--- config.mk ---
export PLATFORM = sky130hd
export DESIGN_NAME = uart_parity_engine
export DESIGN_NICKNAME = d
export VERILOG_FILES = /design/src/rtl/uart_pkg.sv /design/src/rtl/uart_parity_expect.sv /design/src/rtl/uart_parity_engine.sv
export SDC_FILE = /design/constraint.sdc
export NUM_CORES = 1
export LEC_CHECK = 0
export BUFFER_PORTS_ARGS = -buffer_cell sky130_fd_sc_hd__buf_2
export CORE_MARGIN = 10
export CORE_UTILIZATION = 51
export CTS_BUF_LIST = sky130_fd_sc_hd__clkbuf_2 sky130_fd_sc_hd__clkbuf_4 sky130_fd_sc_hd__clkbuf_8
export DETAILED_ROUTE_END_ITERATION = 8
export GPL_TIMING_DRIVEN = 0
export PLACE_DENSITY = 0.77
export RECOVER_POWER = 50
export SETUP_SLACK_MARGIN = 0.4
export SYNTH_ARGS = -nofsm -noshare
export SYNTH_HDL_FRONTEND = slang
export SYNTH_SLANG_ARGS = --single-unit
--- constraint.sdc ---
create_clock -name clk -period 1.6 [get_ports clk]
set_input_delay 0 -clock clk [delete_from_list [all_inputs] [get_ports clk]]
set_output_delay 0 -clock clk [all_outputs]
set_load 0.02 [all_outputs]
--- src/rtl/uart_pkg.sv ---
// Shared types for the UART parity engine: parity mode and RX check state.
package uart_pkg;

  typedef enum logic [1:0] {
    PAR_EVEN  = 2'b00,
    PAR_ODD   = 2'b01,
    PAR_MARK  = 2'b10,
    PAR_SPACE = 2'b11
  } par_mode_t;

  typedef enum logic [1:0] {
    ST_IDLE = 2'b00,
    ST_DATA = 2'b01,
    ST_PAR  = 2'b10
  } rx_state_t;

endpackage

--- src/rtl/uart_parity_expect.sv ---
// Expected parity bit from mode, XOR accumulator and enable.
// Mark/space modes exist only when UART_MARK_SPACE_EN is defined.
module uart_parity_expect
  import uart_pkg::*;
(
  input  par_mode_t mode,
  input  logic      acc,
  input  logic      par_en,
  output logic      exp_bit
);

`ifdef UART_MARK_SPACE_EN
  always_comb begin
    exp_bit = 1'b0;
    if (par_en) begin
      unique case (mode)
        PAR_EVEN:  exp_bit = acc;
        PAR_ODD:   exp_bit = ~acc;
        PAR_MARK:  exp_bit = 1'b1;
        PAR_SPACE: exp_bit = 1'b0;
        default:   exp_bit = 1'b0;
      endcase
    end
  end
`else
  // Without mark/space the upper mode bit is a don't-care: 10 acts as even, 11 as odd.
  logic unused_mode_hi;
  assign unused_mode_hi = mode[1];

  always_comb begin
    exp_bit = 1'b0;
    if (par_en) begin
      exp_bit = mode[0] ? ~acc : acc;
    end
  end
`endif

endmodule

--- src/rtl/uart_parity_engine.sv ---
// UART parity engine: parallel TX parity generation and bit-serial RX parity check.
// Optional mark/space support is enabled by defining UART_MARK_SPACE_EN.
module uart_parity_engine
  import uart_pkg::*;
#(
  parameter int DATA_W = 8
) (
  input  logic              clk,
  input  logic              rst,
  input  logic              tx_load,
  input  logic [DATA_W-1:0] tx_data,
  input  logic [1:0]        par_typ,
  input  logic              par_en,
  output logic              par_bit,
  output logic              par_vld,
  input  logic              rx_start,
  input  logic              rx_bit,
  input  logic              rx_stb,
  output logic              rx_busy,
  output logic              chk_done,
  output logic              par_err
);

  localparam int CNT_W = $clog2(DATA_W + 1);

  // TX path: parity of the loaded word, held until the next load
  par_mode_t tx_mode;
  logic      tx_acc;
  logic      tx_exp;

  assign tx_mode = par_mode_t'(par_typ);
  assign tx_acc  = ^tx_data;

  uart_parity_expect u_tx_expect (
    .mode    (tx_mode),
    .acc     (tx_acc),
    .par_en  (par_en),
    .exp_bit (tx_exp)
  );

  always_ff @(posedge clk) begin
    if (rst) begin
      par_bit <= 1'b0;
      par_vld <= 1'b0;
    end else if (tx_load) begin
      par_bit <= tx_exp;
      par_vld <= 1'b1;
    end
  end

  // RX path: mode latched at the start bit, data bits folded into acc
  rx_state_t        state, state_nxt;
  par_mode_t        rx_mode, rx_mode_nxt;
  logic             rx_en, rx_en_nxt;
  logic             acc, acc_nxt;
  logic [CNT_W-1:0] cnt, cnt_nxt;
  logic             done_nxt, err_nxt;
  logic             rx_exp;
  logic             last_data;

  uart_parity_expect u_rx_expect (
    .mode    (rx_mode),
    .acc     (acc),
    .par_en  (rx_en),
    .exp_bit (rx_exp)
  );

  assign last_data = (cnt == CNT_W'(DATA_W - 1));
  assign rx_busy   = (state != ST_IDLE);

  always_comb begin
    state_nxt   = state;
    rx_mode_nxt = rx_mode;
    rx_en_nxt   = rx_en;
    acc_nxt     = acc;
    cnt_nxt     = cnt;
    done_nxt    = 1'b0;
    err_nxt     = 1'b0;
    // rx_start takes priority in every state and swallows a coincident strobe
    if (rx_start) begin
      state_nxt   = ST_DATA;
      rx_mode_nxt = par_mode_t'(par_typ);
      rx_en_nxt   = par_en;
      acc_nxt     = 1'b0;
      cnt_nxt     = '0;
    end else if (rx_stb) begin
      unique case (state)
        ST_DATA: begin
          acc_nxt = acc ^ rx_bit;
          cnt_nxt = (cnt == CNT_W'(DATA_W)) ? cnt : cnt + 1'b1;
          if (last_data) begin
            if (rx_en) begin
              state_nxt = ST_PAR;
            end else begin
              state_nxt = ST_IDLE;
              done_nxt  = 1'b1;
            end
          end
        end
        ST_PAR: begin
          state_nxt = ST_IDLE;
          done_nxt  = 1'b1;
          err_nxt   = (rx_bit != rx_exp);
        end
        default: ;
      endcase
    end
  end

  always_ff @(posedge clk) begin
    if (rst) begin
      state    <= ST_IDLE;
      rx_mode  <= PAR_EVEN;
      rx_en    <= 1'b0;
      acc      <= 1'b0;
      cnt      <= '0;
      chk_done <= 1'b0;
      par_err  <= 1'b0;
    end else begin
      state    <= state_nxt;
      rx_mode  <= rx_mode_nxt;
      rx_en    <= rx_en_nxt;
      acc      <= acc_nxt;
      cnt      <= cnt_nxt;
      chk_done <= done_nxt;
      par_err  <= err_nxt;
    end
  end

endmodule

==> results.cfg <==
[timing]
hold_ws_ns = 0.0331
skew_ns = 0.00342
timing.final.crit_share = 0.813
fin_crit_ns = 1.30
slew_headroom = 0.751
final-hold-violation-count = 0
rsz0062_at_grt = yes
worst_slew_pin_slew_ns = 0.374
finalSetupViolCount = 0
tns_ns = 0
fmax_ghz = 0.769
slew_violations = 0

[flow_run]
maxCapViolCount = 0

[power]
p_leak_nw = 0.424
power.density_mw_per_mm2 = 709
ir_worst_vdd_uv = 596

[global_route]
grt_max_degree = 9
grt-ovfl-total = 0
grt_pass1_vias = 649
track_usage = 0.0995
antenna_found_initial = 0
grt_pass1_wl_um = 2660

[floorplanning]
die_width_um = 57.2
num_io_pins = 22
dieArea_mm2 = 0.00328
std_cell_rows = 13
start_util = 0.543
fp.coreArea_mm2 = 0.00130
chipHeight_um = 57.2

[setup_path]
arrival_ns = 1.50
rr_worst_depth = 6
rr_startpoint = state[1]$_SDFFE_PP0P_
critPathTopFamily = flip-flops
endpoint_kind = flop
worst-path-stages = 6
crit_path_cell_trace = inv_4, ha_4, and4b_1, o21ai_2, nand2_1, a21oi_1
critical_path_buf_inv_count = 1
criticalPathCategory = flop to flop
critPathMaxFanout = 6
required_ns = 1.80
critPathSlowestCell = dfxtp_1
cp-start-kind = flop
rr_endpoint = state[1]$_SDFFE_PP0P_
max_stage_delay_ns = 0.42
r2r_slack_ns = 0.30

[logic_synthesis]
synth-compound-area-share = 0.0779
synthTopCellsByArea = dfxtp_1 37%, ha_1 8.8%, nor2_1 8.0%, xor2_1 7.4%, xnor3_1 6.4%
netlist_area_um2 = 707
synth_nets = 99
postSynthCellCount = 77
yosysTopAreaCell = dfxtp_1
synth-simple-area-share = 0.211
synth_warnings = 0
synth_top_area_frac = 0.368
synth_top_family_by_area = simple AND/OR/NAND/NOR gates
ys_seq_elements = 13
synthMuxAreaShare = 0.0425
synth.avg_cell_area_um2 = 9.18
synth_fa_ha_area_frac = 0.0885
synth_xor_area_frac = 0.175
ys_seq_area_frac = 0.368
yosysUniqueCellTypes = 24

[cells_and_area]
final_cell_mix = 14 x nor2_1, 14 x buf_2, 10 x dfxtp_1
fin_area_um2 = 985
instances_no_fill = 124
layout.nets = 132
regArea_um2 = 267
areaGrowthSynthToFinish_pct = 39.3
multi_input_area_um2 = 474
drive_above_1_share = 0.367
post-route-util = 0.757
antennaDiodeCount = 0
nFillCells = 96

[hold_path]
hold_class = primary input to flop
hold_depth = 3
holdPathEnd = state[0]$_SDFFE_PP0P_
hp-start = rx_start

[detailed_routing]
vias_per_cell = 5.11
route.detailed.drc = 0
post_drt_wl_per_cell_um = 13.9
drt-pass1-iter-count = 4
drtIter0Drc = 14
drt_wl_total_um = 1720
final_antenna_net_count = 0
vias = 634

[placement]
dpl-instance-area_um2 = 823
place_inst = 111
io_buffers = 19
dp_hpwl_um = 1180
gp_congestion = 0.751

[clock_network]
cts_tree = yes
clkLatencyLatePin_ns = 0.27
cts_buffers = 3
path_clk_slew_ns = 0.08
cts.htree.levels = 1
cts_max_path_buffers = 2
root_buffer = clkbuf_4
cts_sinks = 13

[status]
outcome = complete, no violations
-- cells by family after synthesis --
group	count (synthesis)
AND/OR/NAND/NOR	31
flip-flops	13
XOR/XNOR	11
AO/OA/AOI/OAI	7
buffers and inverters	7
adder cells (fa/ha/maj)	5
multiplexers	3
-- area by class of cell --
class | instances | share of cell area
inverter | 5 | 0.0216
multi-input combinational | 57 | 0.482
timing repair buffer | 28 | 0.169
tap | 15 | 0.0191
buffer | 2 | 0.00762
clock buffer | 4 | 0.0305
sequential | 13 | 0.271
-- metal layers --
metal,global-route usage,vias up,routed length (µm)
li1,-,319,-
met1,0.0933,291,736
met5,0,-,0
met2,0.183,22,845
met4,0.0403,0,12
met3,0.0442,2,129
-- stage by stage --
stage	total power [mW]	setup WS, ns
after floorplan	0.423	0.415
after global placement	0.461	0.318
after detailed placement	0.465	0.299
after CTS	0.701	0.336
after global routing	0.732	0.192
final	0.698	0.299
-- how the worst max path moves through the flow --
stage / startpoint / end
3_3_place_gp: state[1]$_SDFFE_PP0P_ / state[0]$_SDFFE_PP0P_
4_1_cts: cnt[1]$_SDFFE_PP0P_ / cnt[1]$_SDFFE_PP0P_
2_1_floorplan: cnt[0]$_SDFFE_PP0P_ / cnt[1]$_SDFFE_PP0P_
5_1_grt: state[1]$_SDFFE_PP0P_ / state[1]$_SDFFE_PP0P_
3_5_place_dp: state[1]$_SDFFE_PP0P_ / state[1]$_SDFFE_PP0P_
6_report: state[1]$_SDFFE_PP0P_ / state[1]$_SDFFE_PP0P_
-- worst min-delay path, cell delays in order --
cell     delay [ns]
buf_2          0.16
a21oi_2        0.04
nor2_1         0.07
-- power by group --
| group | internal [mW] | total [mW] | switching (mW) | leakage, nW |
|---|---|---|---|---|
| combinational | 0.0715 | 0.136 | 0.0643 | 0.298 |
| clock | 0.113 | 0.219 | 0.106 | 0.0184 |
| sequential | 0.334 | 0.343 | 0.00937 | 0.107 |
-- synthesized netlist by cell type --
| library cell | instances |
|---|---|
| xnor3_1 | 2 |
| clkbuf_1 | 2 |
| o2111ai_1 | 1 |
| nand2_1 | 4 |
| ha_1 | 5 |
| nand3b_1 | 1 |
| nand3_1 | 4 |
| o221ai_2 | 1 |
| inv_1 | 5 |
| nor2_1 | 15 |
| or2_2 | 1 |
| nand4b_1 | 1 |
| xnor2_1 | 3 |
| o211ai_1 | 1 |
| and3_1 | 1 |
| a41oi_1 | 1 |
| nor2b_1 | 1 |
| mux2i_1 | 3 |
| xor2_1 | 6 |
| and4b_1 | 1 |
| o21ai_0 | 1 |
| nand2b_1 | 2 |
| a21oi_1 | 2 |
| dfxtp_1 | 13 |
-- flip-flops by register name (all words and copies together) (netlist names) --
| register | cells |
|---|---|
| par_bit | 1 |
| par_vld | 1 |
| rx_mode | 1 |
| rx_en | 1 |
| chk_done | 1 |
| acc | 1 |
| cnt | 4 |
| par_err | 1 |
| state | 2 |
-- repair_timing --
action | in CTS | in global routing
resized for setup | 12 | 9
endpoints found under the setup margin | 4 | 6
hold buffers | 5 | 0
setup buffers | 3 | 2
pin swaps | 5 | 6
endpoints found under the hold margin | 4 | 0
No activity file was read; power rests on OpenSTA's default activity.
